`config.mk`:
```
export PLATFORM = sky130hd
export DESIGN_NAME = inst_immediate_stage
export DESIGN_NICKNAME = d
export VERILOG_FILES = /design/src/rtl/inst_immediate_stage.sv
export SDC_FILE = /design/constraint.sdc
export NUM_CORES = 1
export LEC_CHECK = 0
export CAP_MARGIN = 20
export CORE_MARGIN = 2
export CORE_UTILIZATION = 56
export DETAILED_ROUTE_END_ITERATION = 10
export PLACE_DENSITY = 0.95
export SYNTH_ARGS = -nofsm -noshare
export SYNTH_HDL_FRONTEND = slang
export SYNTH_SLANG_ARGS = --single-unit
```
`constraint.sdc`:
```
create_clock -name clk -period 2.72 [get_ports clk]
set_input_delay 0.816 -clock clk [delete_from_list [all_inputs] [get_ports clk]]
set_output_delay 0.816 -clock clk [all_outputs]
set_load 0.02 [all_outputs]
```
`src/rtl/inst_immediate_stage.sv`:
```
`default_nettype none
// +--------------------------------------------------------------------------+
// | inst_immediate_stage: immediate-format decode into a 2-entry skid buffer  |
// | rev 1.0                                                                   |
// +--------------------------------------------------------------------------+
module inst_immediate_stage #(
  parameter int XLEN  = 32,
  parameter int TAG_W = 32
) (
  input  logic              clk,
  input  logic              rst_n,
  input  logic              flush,
  input  logic              in_valid,
  output logic              in_ready,
  input  logic [31:0]       in_inst,
  input  logic [TAG_W-1:0]  in_tag,
  output logic              out_valid,
  input  logic              out_ready,
  output logic [XLEN-1:0]   out_imm,
  output logic [2:0]        out_fmt,
  output logic              out_illegal,
  output logic [TAG_W-1:0]  out_tag
);

  localparam logic [2:0] FMT_NONE = 3'd0;
  localparam logic [2:0] FMT_I    = 3'd1;
  localparam logic [2:0] FMT_S    = 3'd2;
  localparam logic [2:0] FMT_B    = 3'd3;
  localparam logic [2:0] FMT_U    = 3'd4;
  localparam logic [2:0] FMT_J    = 3'd5;
  localparam logic [2:0] FMT_CSR  = 3'd6;
  localparam bit         IS_RV64  = (XLEN == 64);

  typedef struct packed {
    logic [XLEN-1:0]  imm;
    logic [2:0]       fmt;
    logic             illegal;
    logic [TAG_W-1:0] tag;
  } entry_t;

  entry_t     head;
  entry_t     second;
  entry_t     dec;
  logic [1:0] count;
  logic [2:0] dec_fmt;
  logic       dec_ill;
  logic [31:0] imm32;
  logic       push;
  logic       pop;

  // Every legal opcode ends in 2'b11, so the default arm also covers inst[1:0] != 2'b11.
  always_comb begin
    dec_fmt = FMT_NONE;
    dec_ill = 1'b0;
    case (in_inst[6:0])
      7'b0000011, 7'b0010011, 7'b1100111, 7'b0001111: dec_fmt = FMT_I;
      7'b0100011: dec_fmt = FMT_S;
      7'b1100011: dec_fmt = FMT_B;
      7'b0110111, 7'b0010111: dec_fmt = FMT_U;
      7'b1101111: dec_fmt = FMT_J;
      7'b0110011: dec_fmt = FMT_NONE;
      7'b1110011: dec_fmt = in_inst[14] ? FMT_CSR : FMT_I;
      7'b0011011: begin
        if (IS_RV64) dec_fmt = FMT_I;
        else         dec_ill = 1'b1;
      end
      7'b0111011: begin
        if (!IS_RV64) dec_ill = 1'b1;
      end
      default: dec_ill = 1'b1;
    endcase
  end

  always_comb begin
    imm32 = '0;
    case (dec_fmt)
      FMT_I:   imm32 = {{20{in_inst[31]}}, in_inst[31:20]};
      FMT_S:   imm32 = {{20{in_inst[31]}}, in_inst[31:25], in_inst[11:7]};
      FMT_B:   imm32 = {{19{in_inst[31]}}, in_inst[31], in_inst[7], in_inst[30:25],
                        in_inst[11:8], 1'b0};
      FMT_U:   imm32 = {in_inst[31:12], 12'b0};
      FMT_J:   imm32 = {{11{in_inst[31]}}, in_inst[31], in_inst[19:12], in_inst[20],
                        in_inst[30:21], 1'b0};
      FMT_CSR: imm32 = {27'b0, in_inst[19:15]};
      default: imm32 = '0;
    endcase
  end

  always_comb begin
    dec.imm     = XLEN'($signed(imm32));
    dec.fmt     = dec_fmt;
    dec.illegal = dec_ill;
    dec.tag     = in_tag;
  end

  assign in_ready  = (count != 2'd2);
  assign out_valid = (count != 2'd0);
  assign push      = in_valid & in_ready;
  assign pop       = out_valid & out_ready;

  // Push and pop together is only possible at count==1, where the new entry replaces the head.
  always_ff @(posedge clk or negedge rst_n) begin
    if (!rst_n) begin
      count  <= 2'd0;
      head   <= '0;
      second <= '0;
    end else if (flush) begin
      count <= 2'd0;
    end else begin
      case ({push, pop})
        2'b10: begin
          if (count == 2'd0) head   <= dec;
          else               second <= dec;
          count <= count + 2'd1;
        end
        2'b01: begin
          head  <= second;
          count <= count - 2'd1;
        end
        2'b11:   head <= dec;
        default: ;
      endcase
    end
  end

  assign out_imm     = head.imm;
  assign out_fmt     = head.fmt;
  assign out_illegal = head.illegal;
  assign out_tag     = head.tag;

endmodule
`default_nettype wire

```
## Word-level counts from Yosys, hierarchy flattened

Cells that the tools add are included.

- Register bits: 138
- Bits in latches: 0
- Bits in writable memories: 0
- ROM bits: 0
- Input bits: 69
- Output and inout bits: 70
- Logic and storage cells: 54
- Memories: 0

- $add $sub $neg: 2
- Multipliers: 0
- Div/mod/pow operators: 0
- Order comparisons: 0
- Equal/unequal tests: 22
- Shift-type cells: 0
- Muxes and demuxes: 8
- Bitwise logic cells: 4
- Reduce and logical (&&, ||, !) cells: 9

Operator list:

| kind | number |
|---|---|
| 68-bit one-hot mux with 3 select lines | 1 |
| 32-bit one-hot mux with 6 select lines | 1 |
| 68-bit two-way mux | 1 |
| 7-bit equality test, second input constant | 4 |
| 7-bit by 6-bit equality test with 1-bit output, second input constant | 3 |
| 3-bit one-hot mux with 6 select lines | 1 |
| 7-bit by 5-bit equality test with 1-bit output, second input constant | 2 |
| 11-bit OR reduction | 1 |
| 3-bit equality test, second input constant | 3 |
| 7-bit by 2-bit equality test with 1-bit output, second input constant | 1 |
| 7-bit by 4-bit equality test with 1-bit output, second input constant | 1 |
| 3-bit by 2-bit equality test with 1-bit output, second input constant | 2 |
| 3-bit AND reduction | 2 |
| 3-bit nonzero test | 2 |
| 2-bit equality test, second input constant | 2 |
| 2-bit inequality test, second input constant | 2 |
| 2-bit one-hot mux with 2 select lines | 1 |
| 4-bit OR reduction | 1 |
| 3-bit by 1-bit equality test with 1-bit output, second input constant | 1 |
| 3-bit two-way mux | 1 |
| 2-bit by 1-bit adder with 2-bit output, second input constant | 1 |
| 1-bit bitwise AND | 2 |
| 2-bit by 1-bit equality test with 1-bit output, second input constant | 1 |
| 2-bit zero test | 1 |
| other kinds (6) | 7 |

## Depth between registers and ports, before layout

Gate-level depths: netlist of the first run.

- Depth in word-level cells: 7
- Gate-level depth with buffers: 8
- Gate-level depth less buffers: 5

## Least setup slack after synthesis of the first run

Ideal clock, no wire load.

- Path type: in2reg
- From: in in_inst[5]
- To: reg head, in the netlist out_imm[1]
- Setup time: 0.139 ns
- Data arrival time: 2.116 ns
- Required time: 2.581 ns
- Slack: 0.465 ns
- Cell stages on the path: 7
- Buffers on the path: 2
- Cells stage by stage: buf_4 > nor2b_1 > a41o_1 > o2111a_1 > buf_6 > a222oi_1 > a21oi_1

- Longest elaborated chain between the ends: 7
- Elaborated cells between the ends (all ways): 22
- Classes of those cells: 16 x eq/ne; 4 x mux; 2 x reduce/logical

RTL lines:

| element | line | text |
|---|---|---|
| from (decl) | 15 | `input logic [31:0] in_inst,` |
| 7-bit by 2-bit equality test with 1-bit output (tied with other cells) | 55 | `case (in_inst[6:0])` |
| 4-bit OR reduction / 2-bit OR reduction (equally long branches) | - |  |
| 3-bit one-hot mux with 6 select lines * | 55 |  |
| 3-bit equality test (tied with other cells) | 76 | `case (dec_fmt)` |
| 32-bit one-hot mux with 6 select lines * | 76 |  |
| 68-bit two-way mux | 112 | `if (count == 2'd0) head <= dec;` |
| 68-bit one-hot mux with 3 select lines * | 110 | `case ({push, pop})` |
| to (signal assigned) | 117 | `head <= second;` |
| to (decl) | 41 | `entry_t head;` |

Every way passes the cells marked *; elsewhere a longest branch is shown, timed or not. The select of a mux whose other input is x is not followed.
A chain may end at the register's enable or synchronous reset.

## Worst setup path after layout of the first run

- From: reg count[0]
- To: out in_ready

- Longest elaborated chain between the ends: 1

RTL lines:

| element | line | text |
|---|---|---|
| from (decl) | 44 | `logic [1:0] count;` |
| from (signal assigned) | 114 | `count <= count + 2'd1;` |
| from (signal assigned) | 118 | `count <= count - 2'd1;` |
| 2-bit inequality test | 96 | `assign in_ready = (count != 2'd2);` |
| to (decl) | 14 | `output logic in_ready,` |

No other way between the ends.

==> reports/summary.log, run 1 <==
INFO  synth          asyncSetResetFlopFracSynth=100%
INFO  clock_network  worst_skew_late_latency=430ps
INFO  worst_hold_path holdCritPathClass=input pin to async pin
INFO  worst_setup_path worst_setup_path_end_kind=primary output
INFO  synth          synth.yosys.warnings=0
INFO  synth          post-synth-top-count-cell=sky130_fd_sc_hd__nand2_1
INFO  routing        route.detailed.wl_per_inst=18.3um
INFO  finish         syn2layout_area_growth=38.2%
INFO  worst_setup_path setup.reg_to_reg.worst_slack=680ps
INFO  worst_setup_path worstPathArrival=1760ps
INFO  placement      total_instance_count_after_detailed_placement=1041
INFO  synth          post_synth_instance_area=0.00671mm2
INFO  sta            fin_worst_hold_slack=308ps
INFO  synth          synth-edff-count=0
INFO  pwr            power.total=6590uW
INFO  global_routing grt.total_usage=31.7%
INFO  finish         non_filler_cells_in_the_finished_layout=1073
INFO  global_routing grt_max_degree=60
INFO  sta            timing.fmax=0.388GHz
INFO  sta            rsz0062_at_grt=no
INFO  global_routing grt_antenna_before_repair=0
INFO  sta            layout_worst_path_cycle_share=94.7%
INFO  floorplanning  design.portCount=139
INFO  pwr            powerDensity=711mW/mm2
INFO  clock_network  clock_tree.htree_level_count=4
INFO  flow_run       number_of_max_cap_violations=0
INFO  sta            max-slew-margin-rel=68.5%
INFO  worst_setup_path startpoint_type=register
INFO  finish         diodes=0
INFO  clock_network  clk_pin_slew_worst_paths=60ps
INFO  routing        antenna_violating_nets_post_route=0
INFO  synth          synth.net_count=829
INFO  clock_network  postCtsSetupRepairBufs=0
INFO  finish         fin_util=80.1%
INFO  pwr            ir_drop=0.000495V
INFO  routing        first_iter_violations=901
INFO  worst_setup_path timing.rr.start=count[0]
INFO  placement      dp.final_hpwl=13.0mm
INFO  synth          yosys_register_bits=138
INFO  floorplanning  floorplan.initialDensity=58.0%
INFO  clock_network  cts_root_cell=sky130_fd_sc_hd__clkbuf_16
INFO  synth          yosys_most_used_dff=sky130_fd_sc_hd__dfrtp_1
INFO  clock_network  hold_buffers=0
INFO  floorplanning  core_box_area=0.0116mm2
INFO  sta            maxSlewViolCount=0
INFO  clock_network  post_cts_resize_count=0
INFO  floorplanning  die_height=113um
INFO  finish         drive_gt1_share=13.1%
INFO  worst_setup_path worst_r2r_path_depth=7
INFO  sta            fin_skew=5.24ps
INFO  floorplanning  die_w=113um
INFO  routing        vias=6460
INFO  synth          netlist_top_cells_count=sky130_fd_sc_hd__nand2_1, sky130_fd_sc_hd__dfrtp_1, sky130_fd_sc_hd__nor2_1
INFO  finish         nNetsFinal=986
INFO  clock_network  cts_max_path_buffers=2
INFO  routing        detail_route.vias_per_cell=6.02
INFO  sta            tightestPinTransition=467ps
INFO  synth          syn_avg_cell_area=8.82um2
INFO  global_routing grt_overflow=0
INFO  worst_setup_path timing.critical_path.required=1900ps
INFO  sta            fin_hold_viols=0
INFO  worst_setup_path critPathMaxFanout=8
INFO  placement      place.gp.congestion=0.929
INFO  synth          yosysSeqAreaShare=51.5%
INFO  routing        finalWirelength=19.6mm
INFO  sta            period_minus_slack=2580ps
INFO  sta            finalSetupViolCount=0
INFO  global_routing first_global_vias=6435
INFO  clock_network  cts_inserted_buffers=17
INFO  routing        dr.pass1.iters=8
INFO  clock_network  cts_sinks=138
INFO  routing        drt_drc_violations_left=0
INFO  run_status     outcome=finished clean
INFO  synth          netlist_instances=760
INFO  synth          synth_area_leaders=sky130_fd_sc_hd__dfrtp_1, sky130_fd_sc_hd__nand2_1, sky130_fd_sc_hd__a31oi_1
INFO  global_routing grt_pass1_wl=32.1mm
INFO  synth          yosysTopAreaCell=sky130_fd_sc_hd__dfrtp_1
INFO  floorplanning  die_area=0.0129mm2
INFO  synth          netlist-cell-type-count=58
INFO  pwr            leakage=0.00408uW
INFO  worst_setup_path rr_endpoint=out_imm[16]
INFO  floorplanning  row_count=39
INFO  clock_network  cts_tree=done
INFO  synth          synth_top_area_share=51.5%
INFO  worst_setup_path timing.setup.critical_path_class=register to primary output
INFO  placement      port-buffer-count=138
[area by class of cell]
cell class / count / area, um2
timing repair buffer: 198 / 2060
inverter: 4 / 15.0
multi-input combinational: 558 / 2950
clock buffer: 18 / 439
fill: 700 / 2300
clock inverter: 14 / 173
tap: 143 / 179
sequential: 138 / 3450
[metrics by stage]
stage	setup slack, ps	instance area (um2)	TNS [ps]
CTS	179	9270	0
floorplan	465	6710	0
global route	130	9270	0
global placement	-21.3	8660	-73.1
finish	144	9270	0
detailed placement	-148	8660	-2790
[critical path, stage by stage (launching register included)]
cell and delay, ps:
sky130_fd_sc_hd__dfrtp_1 480, sky130_fd_sc_hd__nand2b_1 210, sky130_fd_sc_hd__clkdlybuf4s50_1 640
[power breakdown]
| part | total [uW] | switching (uW) | internal [uW] |
|---|---|---|---|
| clock network | 2390 | 925 | 1460 |
| registers | 2640 | 226 | 2410 |
| logic | 1560 | 817 | 741 |
| total | 6590 | 1970 | 4620 |
[routing by layer]
layer	track usage [%]	share of wire, %
met4	15.6	3.4
met2	52.3	50
met3	7.17	7.1
met5	0	0
met1	39.8	39
[logic make-up (layout without fill, tap and decap cells)]
group / after synthesis / count (layout) / share of synthesized area [%]
and+or+nand+nor: 362 / 362 / 24.6
AOI/OAI and AO/OA: 177 / 177 / 16.2
DFF: 138 / 138 / 51.5
buffers and inverters: 64 / 234 / 4.74
muxes: 18 / 18 / 2.85
xor gates and xnor gates: 1 / 1 / 0.131
[worst max path at each step]
stage / to / cells after the start / start / slack, ps
final: in_ready / 2 / count[0] / 140
after global routing: out_imm[3] / 8 / in_inst[3] / 130
after CTS: in_ready / 2 / count[0] / 180
after detailed placement: out_imm[3] / 8 / in_inst[3] / -150
after global placement: out_imm[3] / 8 / in_inst[6] / -20
after floorplan: out_imm[1] / 7 / in_inst[5] / 470
[layout by cell type, fill, tap and decap left out, drive strengths merged, types with 2 or more instances in the layout]
cell type,Yosys,final
o22ai,3,3
or2,2,2
nand4,2,2
clkinvlp,0,8
a21oi,26,26
clkdlybuf4s50,0,137
nand2,219,219
nor2,60,60
mux2,9,9
a21o,2,2
or3,14,14
a222oi,4,4
o221ai,10,10
nand3,19,19
nor2b,3,3
a31oi,44,44
nand3b,2,2
bufinv,0,3
o21ai,71,71
nor3,6,6
nor4b,10,10
inv,4,5
and3,10,10
clkinv,0,2
dfrtp,138,138
o31ai,2,2
and2,8,8
buf,34,61
mux2i,9,9
nand2b,3,3
clkbuf,26,18
[flip-flops by register name, indices dropped and copies added (netlist names)]
| name | flops |
|---|---|
| count | 2 |
| out_illegal | 1 |
| out_fmt | 3 |
| out_tag | 32 |
| second | 68 |
| out_imm | 32 |
Note: power is estimated with default switching activity, not from simulation.
==> run 2, diff against run 1 <==
PLACE_DENSITY = not set   (was 0.95)
PLACE_DENSITY_LB_ADDON = 0.3   (was not set)
==> reports/summary.log, run 2 (synthesis results as in run 1) <==
INFO  sta            timing.setup.tns=0ps [unchanged]
INFO  sta            period_minus_slack=2580ps [about the same]
INFO  sta            layout_worst_path_cycle_share=95.0% [was 94.7%]
INFO  worst_setup_path timing.setup.critical_path_class=register to primary output [unchanged]
INFO  floorplanning  floorplan.initialDensity=58.0% [unchanged]
INFO  floorplanning  die_w=113um [unchanged]
INFO  clock_network  cts_root_cell=sky130_fd_sc_hd__clkbuf_16 [unchanged]
INFO  clock_network  clk_pin_slew_worst_paths=60ps [about the same]
INFO  clock_network  post_cts_resize_count=0 [unchanged]
INFO  worst_hold_path holdCritPathClass=input pin to async pin [unchanged]
INFO  finish         multi_input_area=0.00295mm2 [unchanged]
INFO  worst_setup_path worst_setup_path_end_kind=primary output [unchanged]
INFO  sta            fin_hold_viols=0 [unchanged]
INFO  routing        finalWirelength=19.4mm [was 19.6 mm]
INFO  sta            tightestPinTransition=512ps [was 467 ps]
INFO  worst_setup_path critPathMaxFanout=8 [unchanged]
INFO  routing        vias=6502 [was 6460]
INFO  clock_network  cts_max_path_buffers=2 [unchanged]
INFO  clock_network  cts_inserted_buffers=17 [unchanged]
INFO  sta            rsz0062_at_grt=no [unchanged]
INFO  clock_network  cts_tree=done [unchanged]
INFO  worst_setup_path timing.rr.start=count[0] [unchanged]
INFO  floorplanning  core_box_area=0.0116mm2 [unchanged]
INFO  routing        dr.pass1.iters=8 [unchanged]
INFO  floorplanning  die_height=113um [unchanged]
INFO  global_routing grt_antenna_before_repair=0 [unchanged]
INFO  clock_network  postCtsSetupRepairBufs=0 [unchanged]
INFO  global_routing grt.total_usage=31.4% [was 31.7%]
INFO  floorplanning  design.portCount=139 [unchanged]
INFO  worst_setup_path startpoint_type=register [unchanged]
INFO  finish         top_library_cells_by_usage_in_the_layout_fill_and_taps_aside=sky130_fd_sc_hd__nand2_1, sky130_fd_sc_hd__dfrtp_1, sky130_fd_sc_hd__clkdlybuf4s50_1, sky130_fd_sc_hd__nor2_1, sky130_fd_sc_hd__o21ai_0 [unchanged]
INFO  routing        first_iter_violations=828 [was 901]
INFO  sta            max-slew-margin-rel=65.9% [was 68.5%]
INFO  clock_network  cts_sinks=138 [unchanged]
INFO  finish         diodes=0 [unchanged]
INFO  global_routing grt_max_degree=65 [was 60]
INFO  sta            fin_skew=5.27ps [was 5.24 ps]
INFO  finish         nNetsFinal=983 [was 986]
INFO  finish         final.fill_count=791 [was 700]
INFO  floorplanning  row_count=39 [unchanged]
INFO  routing        antenna_violating_nets_post_route=0 [unchanged]
INFO  placement      place.gp.congestion=0.879 [was 0.929]
INFO  routing        route.detailed.wl_per_inst=18.1um [was 18.3 um]
INFO  placement      port-buffer-count=138 [unchanged]
INFO  finish         largest_reg_flops=68 [unchanged]
INFO  placement      dp.final_hpwl=12.9mm [was 13.0 mm]
INFO  pwr            ir_drop=0.000454V [was 0.000495 V]
INFO  finish         layout_commonest_cell=sky130_fd_sc_hd__nand2_1 [unchanged]
INFO  global_routing grt_pass1_wl=32.1mm [about the same]
INFO  sta            timing.fmax=0.387GHz [was 0.388 GHz]
INFO  sta            maxSlewViolCount=0 [unchanged]
INFO  finish         seq_area=0.00345mm2 [unchanged]
INFO  sta            finalSetupViolCount=0 [unchanged]
INFO  global_routing grt_overflow=0 [unchanged]
INFO  pwr            powerDensity=695mW/mm2 [was 711 mW/mm2]
INFO  placement      total_instance_count_after_detailed_placement=1038 [was 1041]
INFO  clock_network  hold_buffers=0 [unchanged]
INFO  clock_network  worst_skew_late_latency=410ps [was 430 ps]
INFO  global_routing first_global_vias=6375 [was 6435]
INFO  routing        detail_route.vias_per_cell=6.08 [was 6.02]
INFO  floorplanning  die_area=0.0129mm2 [unchanged]
INFO  run_status     outcome=finished clean [unchanged]
INFO  worst_setup_path worst_setup_path_startpoint=count[0] [unchanged]
INFO  worst_setup_path timing.critical_path.required=1900ps [about the same]
INFO  sta            fin_worst_hold_slack=353ps [was 308 ps]
INFO  routing        drt_drc_violations_left=0 [unchanged]
INFO  finish         non_filler_cells_in_the_finished_layout=1070 [was 1073]
INFO  worst_setup_path worstPathArrival=1770ps [was 1760 ps]
INFO  finish         syn2layout_area_growth=36.3% [was 38.2%]
INFO  finish         drive_gt1_share=12.6% [was 13.1%]
INFO  pwr            leakage=0.00405uW [was 0.00408 uW]
INFO  finish         largest_register=second [unchanged]
INFO  flow_run       number_of_max_cap_violations=0 [unchanged]
INFO  clock_network  clock_tree.htree_level_count=4 [unchanged]
[run 2: final timing paths]
path / endpoint / slack, ps / depth (start not counted)
max: out_valid / 140 / 3
min reg2reg: second[46] / 470 / 2
max in group asynchronous: out_tag[7] / 1650 / 2
min in group clk: second[46] / 470 / 2
max reg2reg: out_imm[11] / 540 / 6
min: out_imm[28] / 350 / 1
[run 2: report_power, final]
| group | internal (uW) | leakage (uW) | total, uW | switching, uW |
|---|---|---|---|---|
| Combinational | 729 | 0.00205 | 1540 | 813 |
| Sequential | 2420 | 0.00173 | 2640 | 228 |
| Clock | 1300 | 0.000265 | 2170 | 870 |
| Total | 4440 | 0.00405 | 6360 | 1910 |
[run 2: layer usage]
metal / global-route usage [%] / part of all wire, % / vias up
li1: - / - / 2936
met1: 40.9 / 40 / 3190
met2: 52.1 / 50 / 334
met3: 6.43 / 7.3 / 42
met4: 12.4 / 2.3 / 0
met5: 0 / 0 / -
[run 2: area by class of cell]
class / count / area share [%]
repair buffers: 195 / 21.7
clock inverters: 11 / 1.07
flip-flops and latches: 138 / 37.8
inverters: 4 / 0.164
well taps: 143 / 1.96
clock buffers: 21 / 5.04
multi-input cells: 558 / 32.3
[run 2: critical path: stages (launching register included)]
cell,delay [ps]
sky130_fd_sc_hd__dfrtp_1,460
sky130_fd_sc_hd__nor2_1,260
sky130_fd_sc_hd__inv_1,90
sky130_fd_sc_hd__clkdlybuf4s50_1,550
[run 2: stage by stage]
step | worst slack [ps] | cell area, um2 | util (%) | total power [uW]
floorplan | 465 | 6710 | - | 3390
finish | 136 | 9140 | 79.0 | 6360
global placement | -99.9 | 8580 | 74.2 | 4120
CTS | 129 | 9140 | 79.0 | 6360
detailed placement | -180 | 8580 | 74.2 | 4190
global route | 56.5 | 9140 | 79.0 | 6640
==> run 3, diff against run 2 <==
==> constraint.sdc (replaced) <==
create_clock -name clk -period 2.72 [get_ports clk]
set_input_delay 0.68 -clock clk [delete_from_list [all_inputs] [get_ports clk]]
set_output_delay 0.68 -clock clk [all_outputs]
set_load 0.02 [all_outputs]
==> reports/summary.log, run 3 (synthesis results as in run 1) <==
INFO  finish         top_library_cells_by_usage_in_the_layout_fill_and_taps_aside=sky130_fd_sc_hd__nand2_1, sky130_fd_sc_hd__dfrtp_1, sky130_fd_sc_hd__clkdlybuf4s50_1, sky130_fd_sc_hd__nor2_1, sky130_fd_sc_hd__o21ai_0 [unchanged]
INFO  global_routing grt.total_usage=31.3% [was 31.4%]
INFO  pwr            power.internal=4540uW [was 4440 uW]
INFO  worst_setup_path worst_setup_path_end_kind=primary output [unchanged]
INFO  worst_setup_path timing.critical_path.cells=nor2_1 -> inv_1 -> clkdlybuf4s50_1 [unchanged]
INFO  routing        finalWirelength=19.3mm [was 19.4 mm]
INFO  routing        vias=6447 [was 6502]
INFO  worst_setup_path timing.critical_path.required=2040ps [was 1900 ps]
INFO  routing        dr.pass1.iters=9 [was 8]
INFO  floorplanning  die_w=113um [unchanged]
INFO  pwr            power_frac_comb=23.9% [was 24.3%]
INFO  worst_setup_path slowest_stage=sky130_fd_sc_hd__clkdlybuf4s50_1 [unchanged]
INFO  sta            setup_ws=194ps [was 136 ps]
INFO  sta            fin_worst_hold_slack=246ps [was 353 ps]
INFO  clock_network  cts_root_cell=sky130_fd_sc_hd__clkbuf_16 [unchanged]
INFO  routing        detail_route.vias_per_cell=6.10 [was 6.08]
INFO  worst_setup_path timing.setup.critical_path_class=register to primary output [unchanged]
INFO  pwr            power.net_switching=1860uW [was 1910 uW]
INFO  floorplanning  die_area=0.0129mm2 [unchanged]
INFO  pwr            leakage=0.00400uW [was 0.00405 uW]
INFO  finish         diodes=0 [unchanged]
INFO  sta            fin_hold_viols=0 [unchanged]
INFO  clock_network  cts_inserted_buffers=17 [unchanged]
INFO  sta            rsz0062_at_grt=no [unchanged]
INFO  routing        route.detailed.wl_per_inst=18.3um [was 18.1 um]
INFO  routing        drt_drc_violations_left=0 [unchanged]
INFO  pwr            ir_drop=0.000486V [was 0.000454 V]
INFO  clock_network  clk_pin_slew_worst_paths=60ps [about the same]
INFO  floorplanning  core_box_area=0.0116mm2 [unchanged]
INFO  worst_setup_path startpoint_type=register [unchanged]
INFO  floorplanning  die_height=113um [unchanged]
INFO  pwr            seq_power_share=41.2% [was 41.6%]
INFO  worst_setup_path rr_endpoint=out_imm[30] [was out_imm[11]]
INFO  finish         drive_gt1_share=11.3% [was 12.6%]
INFO  placement      dpl_worst_slack=-51.2ps [was -180 ps]
INFO  clock_network  cts_max_path_buffers=2 [unchanged]
INFO  pwr            powerDensity=707mW/mm2 [was 695 mW/mm2]
INFO  finish         nNetsFinal=972 [was 983]
INFO  clock_network  worst_skew_late_latency=420ps [was 410 ps]
INFO  routing        antenna_violating_nets_post_route=0 [unchanged]
INFO  sta            layout_worst_path_cycle_share=92.9% [was 95.0%]
INFO  finish         syn2layout_area_growth=34.9% [was 36.3%]
INFO  placement      place.gp.congestion=0.863 [was 0.879]
INFO  sta            finalSetupViolCount=0 [unchanged]
INFO  clock_network  hold_buffers=0 [unchanged]
INFO  pwr            power_switching_share=29.1% [was 30.1%]
INFO  worst_hold_path holdCritPathClass=input pin to async pin [unchanged]
INFO  global_routing first_global_vias=6500 [was 6375]
INFO  clock_network  postCtsSetupRepairBufs=0 [unchanged]
INFO  floorplanning  design.portCount=139 [unchanged]
INFO  routing        first_iter_violations=621 [was 828]
INFO  worst_setup_path critPathMaxFanout=8 [unchanged]
INFO  clock_network  cts_tree=done [unchanged]
INFO  sta            maxSlewViolCount=0 [unchanged]
INFO  finish         layout_commonest_cell=sky130_fd_sc_hd__nand2_1 [unchanged]
INFO  floorplanning  row_count=39 [unchanged]
INFO  clock_network  post_cts_resize_count=0 [unchanged]
INFO  worst_setup_path worstPathArrival=1850ps [was 1770 ps]
INFO  worst_setup_path setup.reg_to_reg.worst_slack=670ps [was 540 ps]
INFO  clock_network  cts_sinks=138 [unchanged]
INFO  worst_setup_path timing.rr.start=count[0] [unchanged]
INFO  global_routing grt_max_degree=68 [was 65]
INFO  clock_network  clock_tree.htree_level_count=4 [unchanged]
INFO  floorplanning  floorplan.initialDensity=58.0% [unchanged]
INFO  global_routing grt_overflow=0 [unchanged]
INFO  worst_setup_path worst_r2r_path_depth=6 [unchanged]
INFO  flow_run       number_of_max_cap_violations=0 [unchanged]
INFO  placement      port-buffer-count=138 [unchanged]
INFO  worst_setup_path max_stage_delay=540ps [was 550 ps]
INFO  finish         largest_register=second [unchanged]
INFO  global_routing grt_pass1_wl=31.7mm [was 32.1 mm]
INFO  run_status     outcome=finished clean [unchanged]
INFO  pwr            clkPwrFrac=34.9% [was 34.1%]
INFO  sta            tightestPinTransition=588ps [was 512 ps]
INFO  sta            fin_skew=5.17ps [was 5.27 ps]
INFO  sta            timing.fmax=0.396GHz [was 0.387 GHz]
INFO  placement      dp.final_hpwl=12.8mm [was 12.9 mm]
INFO  sta            period_minus_slack=2530ps [was 2580 ps]
INFO  sta            max-slew-margin-rel=60.8% [was 65.9%]
INFO  global_routing grt_antenna_before_repair=0 [unchanged]
INFO  finish         largest_reg_flops=68 [unchanged]
==> run 3: cell count changes in the layout (fill, tap and decap cells not counted), sizes merged <==
cell | before | now
clkinvlp | 4 | 0
bufinv | 1 | 2
clkbuf | 21 | 23
buf | 58 | 47
clkinv | 6 | 5
==> run 3: worst max path at each step <==
stage	startpoint	endpoint	slack, ps	cells past startpoint
5_1_grt	count[0]	out_valid	110	3
3_5_place_dp	in_inst[6]	second[42]	-50	9
6_report	count[0]	out_valid	190	3
4_1_cts	count[0]	out_valid	200	3
3_3_place_gp	in_inst[6]	out_imm[30]	20	7
2_1_floorplan	in_inst[5]	out_imm[1]	600	7
==> run 3: routing by layer <==
metal	up-vias	track usage, %	routed length [um]
li1	2917	-	-
met1	3155	39.5	7690
met2	321	52.0	9760
met3	54	7.44	1360
met4	0	13.3	535
met5	-	0	0
==> run 3: power by group through the flow <==
stage / clock network [uW] / logic [uW] / registers (uW)
final: 2240 / 1530 / 2640
after global routing: 2350 / 1650 / 2670
after CTS: 2260 / 1530 / 2630
after detailed placement: 0 / 1510 / 2660
after global placement: 0 / 1460 / 2640
after floorplan: 0 / 557 / 2840
==> run 3: through the flow <==
step | total power [uW] | instances | instance area, um2 | TNS [ps] | utilization (%)
6_report | 6400 | 1057 | 9050 | 0 | 78.2
5_1_grt | 6670 | 1057 | 9050 | 0 | 78.2
4_1_cts | 6420 | 1057 | 9050 | 0 | 78.2
3_5_place_dp | 4170 | 1027 | 8480 | -179 | 73.3
3_3_place_gp | 4100 | 1027 | 8480 | 0 | 73.3
2_1_floorplan | 3390 | 760 | 6710 | 0 | -
==> run 3: cell type report <==
type	count	area [um2]
sequential	138	3450
multi-input combinational	558	2950
fill	784	2520
timing repair buffer	184	1880
clock buffer	23	478
tap	143	179
clock inverter	7	92.6
inverter	4	15.0
==> run 3: worst max-delay path, delay by kind of cell (launching register included) <==
family,cells,cell delay (ps)
DFF,1,460
buffers and inverters,2,620
and+or+nand+nor,1,340
